<file path="src/rtl/fifo_wr_source.sv">
// fifo_wr_source: write-side producer for the async FIFO (skid buffer, level tracking, frame stats).
// Optional macro FRAME_GATE_EN: hold a frame at its start until the FIFO can take MAX_FRAME beats.
module fifo_wr_source #(
    parameter int ADDRSIZE  = 4,
    parameter int DSIZE     = 8,
    parameter int AF_THRESH = 12,
    parameter int MAX_FRAME = 8
) (
    input  logic                wclk,
    input  logic                wrst,
    input  logic                s_valid,
    input  logic [DSIZE-1:0]    s_data,
    input  logic                s_last,
    output logic                s_ready,
    output logic                winc,
    output logic [DSIZE-1:0]    wdata,
    input  logic                wfull,
    input  logic [ADDRSIZE:0]   wd_rptr,
    output logic [ADDRSIZE:0]   wlevel,
    output logic                walmost_full,
    output logic [15:0]         frame_cnt,
    output logic                err_long
);
    localparam int PW = ADDRSIZE + 1;
    localparam int LW = ADDRSIZE + 2;
    localparam int BW = $clog2(MAX_FRAME + 1);
    typedef enum logic [1:0] {IDLE, STREAM, GATE} state_t;

    state_t            state, state_n;
    logic [1:0]        cnt, cnt_n;
    logic [DSIZE-1:0]  d0, d1;
    logic              l0, l1;
    logic              accept, ready_allow;
    logic [PW-1:0]     wcount, rbin, level_n;
    logic [BW-1:0]     beat_cnt;

    assign accept  = s_valid & s_ready;
    assign winc    = (cnt != 2'd0) & ~wfull;
    assign wdata   = d0;
    assign level_n = wcount - rbin;
    assign cnt_n   = cnt + {1'b0, accept} - {1'b0, winc};

    for (genvar i = 0; i < PW; i++) begin : g_gray
        assign rbin[i] = ^(wd_rptr >> i);
    end

`ifdef FRAME_GATE_EN
    logic room_ok;
    assign room_ok = LW'(wlevel) + LW'(cnt) + LW'(MAX_FRAME) <= LW'(1 << ADDRSIZE);
`endif

    // skid buffer: d0/l0 is the head feeding the FIFO, d1/l1 absorbs one beat while the head stalls
    always_ff @(posedge wclk or negedge wrst) begin
        if (!wrst) begin
            cnt <= '0;
            d0  <= '0;
            l0  <= 1'b0;
            d1  <= '0;
            l1  <= 1'b0;
        end else begin
            cnt <= cnt_n;
            if (winc && cnt == 2'd2) begin
                d0 <= d1;
                l0 <= l1;
            end else if (accept && (cnt == 2'd0 || winc)) begin
                d0 <= s_data;
                l0 <= s_last;
            end
            if (accept && cnt == 2'd1 && !winc) begin
                d1 <= s_data;
                l1 <= s_last;
            end
        end
    end

    // registered ready: room for a beat next cycle, never letting the second entry overflow
    always_ff @(posedge wclk or negedge wrst) begin
        if (!wrst) s_ready <= 1'b0;
        else       s_ready <= ready_allow & ((cnt_n == 2'd0) | ((cnt_n == 2'd1) & ~wfull));
    end

    // commit count, occupancy estimate across pointer wrap, and committed-frame statistics
    always_ff @(posedge wclk or negedge wrst) begin
        if (!wrst) begin
            wcount       <= '0;
            wlevel       <= '0;
            walmost_full <= 1'b0;
            frame_cnt    <= '0;
        end else begin
            wlevel       <= level_n;
            walmost_full <= level_n >= PW'(AF_THRESH);
            if (winc) begin
                wcount <= wcount + 1'b1;
                if (l0) frame_cnt <= frame_cnt + 1'b1;
            end
        end
    end

    // frame length: beat_cnt holds beats already accepted in the open frame, saturating at MAX_FRAME
    always_ff @(posedge wclk or negedge wrst) begin
        if (!wrst) begin
            beat_cnt <= '0;
            err_long <= 1'b0;
        end else if (accept) begin
            beat_cnt <= s_last ? '0 : (beat_cnt == BW'(MAX_FRAME) ? beat_cnt : beat_cnt + 1'b1);
            if (beat_cnt == BW'(MAX_FRAME)) err_long <= 1'b1;
        end
    end

    // frame FSM state register
    always_ff @(posedge wclk or negedge wrst) begin
        if (!wrst) state <= IDLE;
        else       state <= state_n;
    end

    // frame FSM next state
    always_comb begin
        state_n = state;
        case (state)
`ifdef FRAME_GATE_EN
            IDLE:    if (s_valid) state_n = GATE;
            GATE:    if (room_ok) state_n = STREAM;
`else
            IDLE:    if (accept && !s_last) state_n = STREAM;
`endif
            STREAM:  if (accept && s_last) state_n = IDLE;
            default: state_n = IDLE;
        endcase
    end

    // frame FSM output: whether upstream may be offered a beat next cycle
    always_comb begin
`ifdef FRAME_GATE_EN
        ready_allow = (state_n == STREAM);
`else
        ready_allow = 1'b1;
`endif
    end
endmodule

</file>
<file path="config.mk">
export PLATFORM = sky130hd
export DESIGN_NAME = fifo_wr_source
export DESIGN_NICKNAME = d
export VERILOG_FILES = /design/src/rtl/fifo_wr_source.sv
export SDC_FILE = /design/constraint.sdc
export NUM_CORES = 1
export LEC_CHECK = 0
export CORE_MARGIN = 3
export CORE_UTILIZATION = 50
export DETAILED_ROUTE_END_ITERATION = 16
export DONT_BUFFER_PORTS = 1
export PLACE_DENSITY_LB_ADDON = 0.08
export SYNTH_ARGS = -nofsm -noshare
export SYNTH_HDL_FRONTEND = slang
export SYNTH_SLANG_ARGS = --single-unit
</file>
<file path="constraint.sdc">
create_clock -name wclk -period 2.65 [get_ports wclk]
set_input_delay 0.265 -clock wclk [delete_from_list [all_inputs] [get_ports wclk]]
set_output_delay 0.265 -clock wclk [all_outputs]
set_load 0.02 [all_outputs]
</file>
==> summary.md <==
| Metric | Value |
|---|---|
| Total core area | `4850 um^2` |
| Total gr overflow | `0` |
| First-pass GRT wire length | `7630 um` |
| Asr flop ratio synth | `100%` |
| Syn nets | `238` |
| CTS clk-pin slew, worst paths | `0.09 ns` |
| Critical path launch point type | `primary input` |
| HP Start | `wfull` |
| Largest net degree at the start of global routing | `54` |
| YS warnings | `0` |
| Antenna-violating nets left | `0` |
| Final WL | `4520 um` |
| Final hold violations | `0` |
| Die ar. | `6040 um^2` |
| Clock latency on the worst-skew pair | `0.30 ns` |
| Worst path slowest cell | `fa_1` |
| CP Max Fanout | `4` |
| Drt first-iter violations | `69` |
| Most frequent CP cell | `xor2_2` |
| Final setup violation count | `0` |
| CP endpoint | `walmost_full` |
| RR Endpoint | `s_ready` |
| Synth Area in Adders | `5.64%` |
| TritonRoute pass-1 iters | `4` |
| Worst Tran Pin Value | `0.487 ns` |
| GRT busiest layer | `met2` |
| Multi-input combinational cell area | `1170 um^2` |
| Predominant post-synthesis flop cell | `dfrtp_1` |
| Worst VDD drop | `637 uV` |
| Area grow syn2layout | `8.60%` |
| Max Freq | `482 MHz` |
| I/O Pins | `51` |
| Placed Cells | `274` |
| TritonCTS clock tree | `built` |
| R2r setup slk | `0.71 ns` |
| CTS resizes | `0` |
| FILL cells | `403` |
| NumNets Final | `245` |
| Routed len/inst | `15.9 um` |
| GR Util met1 | `17.5%` |
| Layout Utilization | `57.7%` |
| Critical path origin | `wd_rptr[4]` |
| CP Class | `primary input to flop` |
| Distinct cells, synth | `40` |
| Met2 usage | `28.1%` |
| Clock Tree Buf Depth | `2` |
| Cts hold-fix bufs | `2` |
| Synth Area in Compound Gates | `5.25%` |
| Worst path arrival time | `2.29 ns` |
| Die width | `77.7 um` |
| Rows | `25` |
| M3 GR Usage | `5.80%` |
| DIE HEIGHT | `77.7 um` |
| Vias per cell | `5.46` |
| Crit path time final | `2.07 ns` |
| H-tree depth | `2` |
| Via count | `1550` |
| Vias in the first global route | `1620` |
| Hold Path Class | `primary input to flop` |
| Dpl hpwl | `3320 um` |
| # Max-Cap Violations | `0` |
| CTS sink count | `53` |
| Share of post-route cells with drive strength above 1 | `21.7%` |
| Input/output buffers | `0` |
| Slew HR | `67.5%` |
| TritonCTS buffer count | `5` |
| Slew Viols, Final | `0` |
| CP Cell Sequence | `xnor2_2, xor2_2, xor2_2, xnor2_1, ha_1, fa_1, nor2b_1, o21ai_0, and3_1, o211ai_1` |
| Max Clock Skew | `0.00678 ns` |
| FF+latch area | `1330 um^2` |
| DRC viols | `0` |
| Combinational family with the most area after synthesis | `multiplexers` |
| Routability cong. | `0.734` |
| Post-synthesis simple-gate area fraction | `11.7%` |
| Worst endpoint required time | `2.87 ns` |
| Sequential cell area fraction in the yosys report | `51.5%` |
| Ratio of final minimum period to clock period | `78.3%` |
| GRT Total Usage | `15.8%` |
| Antenna violations before repair | `0` |
| RSZ-0062 raised after global routing | `false` |
| Mapped Area | `2570 um^2` |
| LEAKAGE | `1.28 nW` |
| Clock root buffer | `clkbuf_8` |
| PwrDens | `1130 nW/um^2` |
| Starting Density | `53.1%` |
| Post-Synth XOR/XNOR Area | `10.4%` |
| EDFF count, synth | `0` |
| Layout Cells excl Fill | `284` |
| Setup crit end kind | `flop` |
| Synth Instances | `209` |
| Worst stage delay on the critical path | `0.44 ns` |
| Diode count | `0` |
| Reg-to-reg startpoint | `s_ready` |
| Mux cell area share after synthesis | `12.6%` |
| # Post-CTS Setup Buffers | `0` |
| Setup TNS | `0 ns` |
| Worst-case reg-to-reg path depth | `8` |
| Run status | `completed` |
| Mapped Avg Cell Area | `12.3 um^2` |
| Register bit count reported by yosys | `53` |
## routing by layer
metal	vias to the layer above	share of wire, %
li1	737	-
met1	777	41
met2	31	52
met3	5	6.3
met4	0	0.75
met5	-	0
## critical path: cells and delay by family
kind	cells	cell delay, ns
compound gates	2	0.28
xor+xnor	4	0.74
fa+ha+maj	2	0.65
simple gates	2	0.36
## state kept, by name, summed over array words and instances (netlist names), 2 cells and up
name / flops
cnt: 2
frame_cnt: 16
beat_cnt: 4
wcount: 5
wlevel: 5
d1: 8
wdata: 8
## report_power, final
part / leakage [nW] / switching [mW] / internal [mW]
logic: 0.561 / 0.482 / 0.507
clock network: 0.0585 / 0.245 / 0.308
registers: 0.656 / 0.474 / 1.13
total: 1.28 / 1.20 / 1.95
## cells in the mapped netlist, drive strengths merged, types with 2 or more instances
cell / n / area share (%)
a21oi: 6 / 1.6
and3: 5 / 1.2
buf: 2 / 0.63
dfrtp: 53 / 52
ha: 10 / 4.9
inv: 15 / 2.2
mux2: 28 / 12
nand2: 10 / 1.5
nand3: 7 / 2.0
nand4: 5 / 1.2
nor2: 9 / 1.4
nor3: 5 / 0.97
nor4: 5 / 1.5
o21ai: 6 / 1.2
xnor2: 15 / 5.4
xor2: 13 / 5.0
## area by class of cell
| class | count | share of cell area (%) |
|---|---|---|
| tap | 67 | 3.00 |
| sequential | 53 | 47.4 |
| multi-input combinational | 139 | 42.0 |
| clock inverter | 1 | 1.07 |
| inverter | 15 | 2.01 |
| clock buffer | 7 | 3.09 |
| timing repair buffer | 2 | 1.34 |
## placed cells by master (no fill, tap or decap), drive strengths merged, types with 5 or more instances in the layout
cell type	Yosys	routed
xnor2	15	15
nand2	10	10
ha	10	10
inv	15	15
dfrtp	53	53
mux2	28	28
nor4	5	5
o21ai	6	6
a21oi	6	6
clkbuf	0	7
xor2	13	13
and3	5	5
nand3	7	7
nand4	5	5
nor2	9	9
nor3	5	5
## cell families after synthesis
family                   Yosys count
AND/OR/NAND/NOR                   52
flip-flops                        53
buffers and inverters             17
XOR/XNOR                          28
AO/OA/AOI/OAI                     19
adder cells (fa/ha/maj)           11
multiplexers                      29
## stage by stage
step | total power [mW] | hold slack [ns] | worst slack, ns | instance area [um^2]
3_3_place_gp | 2.51 | -0.0294 | 0.392 | 2640
5_1_grt | 3.37 | 0.0351 | 0.430 | 2800
4_1_cts | 3.19 | 0.0434 | 0.563 | 2800
3_5_place_dp | 2.60 | -0.0294 | 0.275 | 2640
6_report | 3.15 | 0.0492 | 0.576 | 2800
2_1_floorplan | 2.37 | -0.0306 | 0.470 | 2570
## worst min path at each step
stage | end | slack (ns) | cells past startpoint
global route | s_ready | 0.04 | 1
global placement | frame_cnt[9] | -0.03 | 0
CTS | s_ready | 0.04 | 1
detailed placement | frame_cnt[9] | -0.03 | 0
finish | s_ready | 0.05 | 1
floorplan | beat_cnt[0] | -0.03 | 0
(Power assumes the default switching activity.)
